==> src/rtl/input_debounce.sv <==
// Synchronises and debounces the board button and slide switches, producing
// clean levels plus one-cycle commit pulses for the SoC.
module input_debounce #(
  parameter int unsigned N_SW         = 16,
  parameter int unsigned TICK_DIV     = 100000,
  parameter int unsigned STABLE_TICKS = 10
) (
  input  logic            clk_i,
  input  logic            arst_i,
  input  logic            btn_i,
  input  logic [N_SW-1:0] sw_i,
  output logic            btn_o,
  output logic            btn_rise_o,
  output logic            btn_fall_o,
  output logic [N_SW-1:0] sw_o,
  output logic            sw_chg_o
);

  localparam int unsigned N_IN  = N_SW + 1;
  localparam int unsigned DIV_W = (TICK_DIV > 1) ? $clog2(TICK_DIV) : 1;
  localparam int unsigned CNT_W = $clog2(STABLE_TICKS + 1);

  // Bit 0 is the button, bits N_SW:1 are the switches.
  logic [N_IN-1:0]             raw;
  logic [N_IN-1:0]             sync1;
  logic [N_IN-1:0]             sync2;
  logic [N_IN-1:0]             q;
  logic [N_IN-1:0]             q_nxt;
  logic [N_IN-1:0]             commit;
  logic [N_IN-1:0][CNT_W-1:0]  cnt;
  logic [N_IN-1:0][CNT_W-1:0]  cnt_nxt;
  logic [DIV_W-1:0]            div_cnt;
  logic                        tick;

  assign raw  = {sw_i, btn_i};
  assign tick = (div_cnt == DIV_W'(TICK_DIV - 1));

  // Two-stage synchronisers and shared sample-tick prescaler.
  always_ff @(posedge clk_i or posedge arst_i) begin
    if (arst_i) begin
      sync1   <= '0;
      sync2   <= '0;
      div_cnt <= '0;
    end else begin
      sync1   <= raw;
      sync2   <= sync1;
      div_cnt <= tick ? '0 : div_cnt + DIV_W'(1);
    end
  end

  // Per-input stability counting; any match with the committed level restarts.
  always_comb begin
    q_nxt   = q;
    cnt_nxt = cnt;
    commit  = '0;
    for (int unsigned i = 0; i < N_IN; i++) begin
      if (sync2[i] == q[i]) begin
        cnt_nxt[i] = '0;
      end else if (tick) begin
        if (cnt[i] == CNT_W'(STABLE_TICKS - 1)) begin
          q_nxt[i]   = sync2[i];
          cnt_nxt[i] = '0;
          commit[i]  = 1'b1;
        end else begin
          cnt_nxt[i] = cnt[i] + CNT_W'(1);
        end
      end
    end
  end

  // Committed levels and pulses update on the same edge.
  always_ff @(posedge clk_i or posedge arst_i) begin
    if (arst_i) begin
      q          <= '0;
      cnt        <= '0;
      btn_rise_o <= 1'b0;
      btn_fall_o <= 1'b0;
      sw_chg_o   <= 1'b0;
    end else begin
      q          <= q_nxt;
      cnt        <= cnt_nxt;
      btn_rise_o <= commit[0] & q_nxt[0];
      btn_fall_o <= commit[0] & ~q_nxt[0];
      sw_chg_o   <= |commit[N_IN-1:1];
    end
  end

  assign btn_o = q[0];
  assign sw_o  = q[N_IN-1:1];

endmodule

==> config.mk <==
export PLATFORM = sky130hd
export DESIGN_NAME = input_debounce
export DESIGN_NICKNAME = d
export VERILOG_FILES = /design/src/rtl/input_debounce.sv
export SDC_FILE = /design/constraint.sdc
export NUM_CORES = 1
export LEC_CHECK = 0
export ABC_AREA = 1
export CAP_MARGIN = 10
export CORE_MARGIN = 3
export CORE_UTILIZATION = 37
export DETAILED_ROUTE_END_ITERATION = 16
export GPL_TIMING_DRIVEN = 0
export PLACE_DENSITY = 0.56
export SYNTH_ARGS = -nofsm -noshare
export SYNTH_HDL_FRONTEND = slang
export SYNTH_SLANG_ARGS = --single-unit
==> constraint.sdc <==
create_clock -name clk_i -period 8.1 [get_ports clk_i]
set_input_delay 1.62 -clock clk_i [delete_from_list [all_inputs] [get_ports clk_i]]
set_output_delay 1.62 -clock clk_i [all_outputs]
set_load 0.02 [all_outputs]
* Word level (Yosys, flattened, before mapping)
Cells that the tools add are included.
** Storage, ports and cells
- Bits in registers :: 139
- Bits of input ports :: 19
- Logic and storage cells :: 252
** Cells by class
- $add $sub $neg :: 18
- Equality and inequality tests :: 35
- Mux-type cells :: 106
- Bitwise gates (word level) :: 19
- Reduce and logical (&&, ||, !) cells :: 34
** Operators with widths (number)
- 4-bit 2-to-1 mux :: 51
- 4-bit by 1-bit adder with 4-bit output, second input constant :: 17
- 4-bit == test, second input constant :: 17
- 1-bit 2-to-1 mux :: 54
- 3-bit AND reduction :: 16
- 2-bit nonzero test :: 17
- 17-bit by 1-bit adder with 17-bit output, second input constant :: 1
- 1-bit == test :: 17
- 17-bit == test, second input constant :: 1
- 17-bit 2-to-1 mux :: 1
- 1-bit NOT :: 17
- 16-bit OR reduction :: 1
- 1-bit AND :: 2

* Logic depth before layout (Yosys ltp)
- Word-level depth :: 6
- Gate-level depth with buffers :: 12
- Mapped depth without buffers :: 11

* Worst setup path after synthesis
OpenSTA, ideal clock, no wires.
- Kind :: flip-flop to output port
- Start :: reg q[0]
- End :: out btn_o
- Arrival :: 0.452 ns
- Required time :: 6.480 ns
- Setup slack :: 6.028 ns
- Stages on the path, launching flop included :: 1
- Path buffers :: 0
- Cells stage by stage :: dfrtp_1
** RTL lines
- start, declared :: RTL line 27 : logic [N_IN-1:0] q;
- start signal, assigned :: RTL line 80 : q <= q_nxt;
- end, declared :: RTL line 12 : output logic btn_o,
No word-level cell between the ends.

* Worst setup path in the final report
- Start :: reg q[6]
- End :: out sw_o[5]
** RTL lines
- end, declared :: RTL line 15 : output logic [N_SW-1:0] sw_o,
No word-level cell between the ends.

==> flow_summary.html <==
<table>
<tr><th>Metric</th><th>Value</th></tr>
<tr><th colspan="2">Synth</th></tr>
<tr><td>Mean instance size in the synthesized netlist</td><td>9.77 µm²</td></tr>
<tr><td>Most frequent cells after synthesis</td><td>sky130_fd_sc_hd__dfrtp_1 (139), sky130_fd_sc_hd__inv_1 (92), sky130_fd_sc_hd__nand2_1 (84), sky130_fd_sc_hd__nand3_1 (76), sky130_fd_sc_hd__ha_1 (35)</td></tr>
<tr><td>Syn Nets</td><td>742</td></tr>
<tr><td>Unique cell type count in the Yosys netlist</td><td>36</td></tr>
<tr><td>Dominant synthesized flop cell</td><td>sky130_fd_sc_hd__dfrtp_1</td></tr>
<tr><td>Yosys warns</td><td>0</td></tr>
<tr><td>Most common cell in the netlist</td><td>sky130_fd_sc_hd__dfrtp_1</td></tr>
<tr><td>Sequential fraction of the synthesis area</td><td>51.7%</td></tr>
<tr><td>Cell type with the largest total area after synthesis</td><td>sky130_fd_sc_hd__dfrtp_1</td></tr>
<tr><td>Fraction of post-synthesis cell area in the top cell type by area</td><td>51.7%</td></tr>
<tr><td>Share of async-settable or async-resettable flops after synthesis</td><td>100%</td></tr>
<tr><td>Leading cell types by total area after synthesis</td><td>sky130_fd_sc_hd__dfrtp_1 (52%), sky130_fd_sc_hd__ha_1 (6.5%), sky130_fd_sc_hd__nand3_1 (5.7%)</td></tr>
<tr><td>Synthesized instance count</td><td>688</td></tr>
<tr><td>Number of enable-type register cells in the synthesized netlist</td><td>0</td></tr>
<tr><td>Post-synthesis instance area</td><td>0.00672 mm²</td></tr>
<tr><td>FF+latch count, synth</td><td>139</td></tr>
<tr><th colspan="2">Global routing</th></tr>
<tr><td>Vias in the first global route</td><td>5,130</td></tr>
<tr><td>Number of antenna violations at the first check in global routing</td><td>0</td></tr>
<tr><td>GRT Total Usage</td><td>15.5%</td></tr>
<tr><td>Largest net degree at the start of global routing</td><td>94</td></tr>
<tr><td>Global-route wire length before repair</td><td>24.8 mm</td></tr>
<tr><td>Leftover overflow at the end of global routing</td><td>0</td></tr>
<tr><th colspan="2">Clock tree</th></tr>
<tr><td>CTS Root Buffer Type</td><td>sky130_fd_sc_hd__clkbuf_16</td></tr>
<tr><td>Total CTS buffers</td><td>17</td></tr>
<tr><td>Clock latency at the later pin of the worst-skew pair</td><td>420 ps</td></tr>
<tr><td>Number of sinks handled by clock tree synthesis</td><td>139</td></tr>
<tr><td>Post-CTS Hold Fix Bufs</td><td>0</td></tr>
<tr><td>Post-CTS sizing</td><td>0</td></tr>
<tr><td>Post-CTS Setup Inserts</td><td>0</td></tr>
<tr><td>CTS HTree Levels</td><td>4</td></tr>
<tr><td>Clock tree from TritonCTS</td><td>built</td></tr>
<tr><td>Largest buffer count on any clock path</td><td>2</td></tr>
<tr><td>Clock-pin slew of the registers on the worst-case setup and hold paths</td><td>60 ps</td></tr>
<tr><th colspan="2">Worst setup path</th></tr>
<tr><td>Total number of cells along the worst setup path</td><td>1</td></tr>
<tr><td>Internal reg-to-reg setup slack</td><td>6110 ps</td></tr>
<tr><td>Stage delay of the slowest cell on the critical path</td><td>630 ps</td></tr>
<tr><td>Critical path endpoint category</td><td>output port</td></tr>
<tr><td>FF-to-FF End</td><td>cnt[29]$_DFFE_PP0P_</td></tr>
<tr><td>Start point of the critical path</td><td>q[6]$_DFFE_PP0P_</td></tr>
<tr><td>Largest fanout on the critical path</td><td>3</td></tr>
<tr><td>End point of the critical path</td><td>sw_o[5]</td></tr>
<tr><td>Required time at the worst-slack endpoint</td><td>6480 ps</td></tr>
<tr><td>CP Cell Sequence</td><td>clkdlybuf4s50_1</td></tr>
<tr><td>Critical path buffer and inverter count</td><td>1</td></tr>
<tr><td>Endpoint arrival time on the critical path</td><td>1440 ps</td></tr>
<tr><td>Worst path slowest cell</td><td>sky130_fd_sc_hd__clkdlybuf4s50_1</td></tr>
<tr><td>Start of the worst register-to-register path</td><td>div_cnt[0]$_DFF_PP0_</td></tr>
<tr><td>Delay-heaviest family, CP</td><td>buffers and inverters</td></tr>
<tr><td>Worst setup SP type</td><td>register</td></tr>
<tr><td>Number of cell instances on the worst register-to-register path</td><td>10</td></tr>
<tr><td>Type of the worst setup path</td><td>reg2out</td></tr>
<tr><th colspan="2">Drt</th></tr>
<tr><td>Via count of the routed design</td><td>5,028</td></tr>
<tr><td>DR WL met2</td><td>7.08 mm</td></tr>
<tr><td>Detailed-route vias per instance</td><td>5.11</td></tr>
<tr><td>Remaining number of nets flagged by the antenna check after routing</td><td>0</td></tr>
<tr><td>Total Routed Length</td><td>14.7 mm</td></tr>
<tr><td>Drt initial violations</td><td>404</td></tr>
<tr><td>Detail-routed net length per standard cell</td><td>14.9 µm</td></tr>
<tr><td># DRC</td><td>0</td></tr>
<tr><td>Length of routed met3 wiring</td><td>732 µm</td></tr>
<tr><td>Met1 WL</td><td>6.60 mm</td></tr>
<tr><td>Highest Signal Layer</td><td>met4</td></tr>
<tr><td>First-pass iteration count of the detailed router</td><td>6</td></tr>
<tr><th colspan="2">Placement</th></tr>
<tr><td>Buffers added on ports</td><td>38</td></tr>
<tr><td>Minimum setup slack after placement</td><td>5200 ps</td></tr>
<tr><td>Placer congestion estimate</td><td>0.804</td></tr>
<tr><td>DPL Wire Length</td><td>9.93 mm</td></tr>
<tr><th colspan="2">Power and ir drop</th></tr>
<tr><td>Leakage dissipation</td><td>3.73 nW</td></tr>
<tr><td>Maximum vdd ir drop</td><td>0.175 mV</td></tr>
<tr><td>Power per cell area</td><td>193 mW/mm²</td></tr>
<tr><th colspan="2">Finish</th></tr>
<tr><td>Area of the multi-input gates</td><td>0.00278 mm²</td></tr>
<tr><td>Ratio of cells with drive above 1 in the final layout</td><td>9.35%</td></tr>
<tr><td>Footprint of the flip-flops and latches</td><td>0.00348 mm²</td></tr>
<tr><td>Net total in the final layout</td><td>800</td></tr>
<tr><td>Number of inserted diodes</td><td>0</td></tr>
<tr><td>Layout area overhead</td><td>19.5%</td></tr>
<tr><td>Filler cell count in the final layout</td><td>1,639</td></tr>
<tr><th colspan="2">Hold path</th></tr>
<tr><td>Hold Path Class</td><td>reg2reg</td></tr>
<tr><th colspan="2">Timing</th></tr>
<tr><td>Final min period</td><td>3060 ps</td></tr>
<tr><td>Worst hold slack across all endpoints</td><td>350 ps</td></tr>
<tr><td>Rel. slew slack</td><td>57.8%</td></tr>
<tr><td>Worst setup slack after layout</td><td>5040 ps</td></tr>
<tr><td>Maximum operating frequency</td><td>327 MHz</td></tr>
<tr><td>Worst Tran Pin Value</td><td>633 ps</td></tr>
<tr><td>Sum of negative setup slack</td><td>0 ps</td></tr>
<tr><td>Setup repair after global routing missed its margin</td><td>false</td></tr>
<tr><td>Number of endpoints failing setup at the final stage</td><td>0</td></tr>
<tr><td>Clk_skew</td><td>10.8 ps</td></tr>
<tr><td>Max-slew violation total from the final report</td><td>0</td></tr>
<tr><td>Fin crit share</td><td>37.7%</td></tr>
<tr><td>Hold violation count in the final report</td><td>0</td></tr>
<tr><th colspan="2">Die</th></tr>
<tr><td>Vertical extent of the die</td><td>141 µm</td></tr>
<tr><td>Floorplan die area</td><td>0.0198 mm²</td></tr>
<tr><td>Area of the placeable core</td><td>0.0175 mm²</td></tr>
<tr><td>Starting utilization of the core area</td><td>38.3%</td></tr>
<tr><td>Site Rows</td><td>48</td></tr>
<tr><td>I/O pin count</td><td>39</td></tr>
<tr><td>Die span in x</td><td>141 µm</td></tr>
<tr><th colspan="2">Flow run</th></tr>
<tr><td>Max-cap violations</td><td>0</td></tr>
<tr><th colspan="2">Run status</th></tr>
<tr><td>Status</td><td>completed</td></tr>
</table>
[area by class of cell]
type / instances / area share (%)
flip-flops and latches: 139 / 43.3
multi-input cells: 437 / 34.6
inverters: 98 / 4.64
clock inverters: 9 / 1.71
plain buffers: 14 / 1.23
clock buffers: 23 / 5.95
repair buffers: 39 / 5.08
well taps: 225 / 3.50
[cell usage in the layout, fill, tap and decap left out, types with 12 or more instances in the layout]
| master | Yosys | final |
|---|---|---|
| sky130_fd_sc_hd__nand2_1 | 84 | 84 |
| sky130_fd_sc_hd__a21oi_1 | 16 | 16 |
| sky130_fd_sc_hd__o31ai_1 | 19 | 19 |
| sky130_fd_sc_hd__dfrtp_1 | 139 | 139 |
| sky130_fd_sc_hd__clkbuf_16 | 0 | 17 |
| sky130_fd_sc_hd__inv_1 | 92 | 91 |
| sky130_fd_sc_hd__nor2_1 | 29 | 29 |
| sky130_fd_sc_hd__xor2_1 | 32 | 32 |
| sky130_fd_sc_hd__ha_1 | 35 | 35 |
| sky130_fd_sc_hd__o21ai_1 | 24 | 24 |
| sky130_fd_sc_hd__clkdlybuf4s50_1 | 0 | 38 |
| sky130_fd_sc_hd__nand4_1 | 26 | 26 |
| sky130_fd_sc_hd__nand3_1 | 76 | 76 |
| sky130_fd_sc_hd__nor3_1 | 12 | 12 |
| sky130_fd_sc_hd__o21ai_0 | 26 | 26 |
[cells by family after synthesis]
logic type	synth area share, %
simple gates	17.9
flops	51.7
buf+inv	6.94
compound gates	11.4
xor+xnor	5.47
fa+ha+maj	6.51
[worst min path at each step]
stage / startpoint / end / slack (ps) / cells past startpoint
6_report: sync1[7]$_DFF_PP0_ / sync2[7]$_DFF_PP0_ / 350 / 0
5_1_grt: sync1[5]$_DFF_PP0_ / sync2[5]$_DFF_PP0_ / 360 / 0
4_1_cts: sync1[7]$_DFF_PP0_ / sync2[7]$_DFF_PP0_ / 350 / 0
3_5_place_dp: sync1[0]$_DFF_PP0_ / sync2[0]$_DFF_PP0_ / 340 / 0
3_3_place_gp: sync1[16]$_DFF_PP0_ / sync2[16]$_DFF_PP0_ / 330 / 0
2_1_floorplan: sync1[0]$_DFF_PP0_ / sync2[0]$_DFF_PP0_ / 330 / 0
[through the flow]
step           utilization (%)  area (µm²)  total power [mW]  instances
2_1_floorplan                -        6720             0.740        688
3_3_place_gp              42.1        7390             0.756        951
3_5_place_dp              42.3        7420             0.760        952
4_1_cts                   45.8        8030              1.57        984
5_1_grt                   45.8        8030              1.61        984
6_report                  45.8        8030              1.55        984
[sequential cells by signal, indices dropped and copies added, names as in the netlist]
| register | cells |
|---|---|
| sync1 | 17 |
| btn_rise_o | 1 |
| btn_fall_o | 1 |
| sw_chg_o | 1 |
| q | 17 |
| cnt | 68 |
| sync2 | 17 |
| div_cnt | 17 |
[per-layer routing]
metal	GRT usage [%]	vias to the layer above
met2	25.4	114
li1	-	2459
met5	0	-
met4	5.35	0
met3	4.04	17
met1	20.1	2438
[where the power goes]
group	switching, mW	internal (mW)	leakage (nW)
registers	0.00419	0.703	1.85
logic	0.0262	0.0122	1.59
clock network	0.293	0.510	0.286
Power figures use the tool's default switching activity.
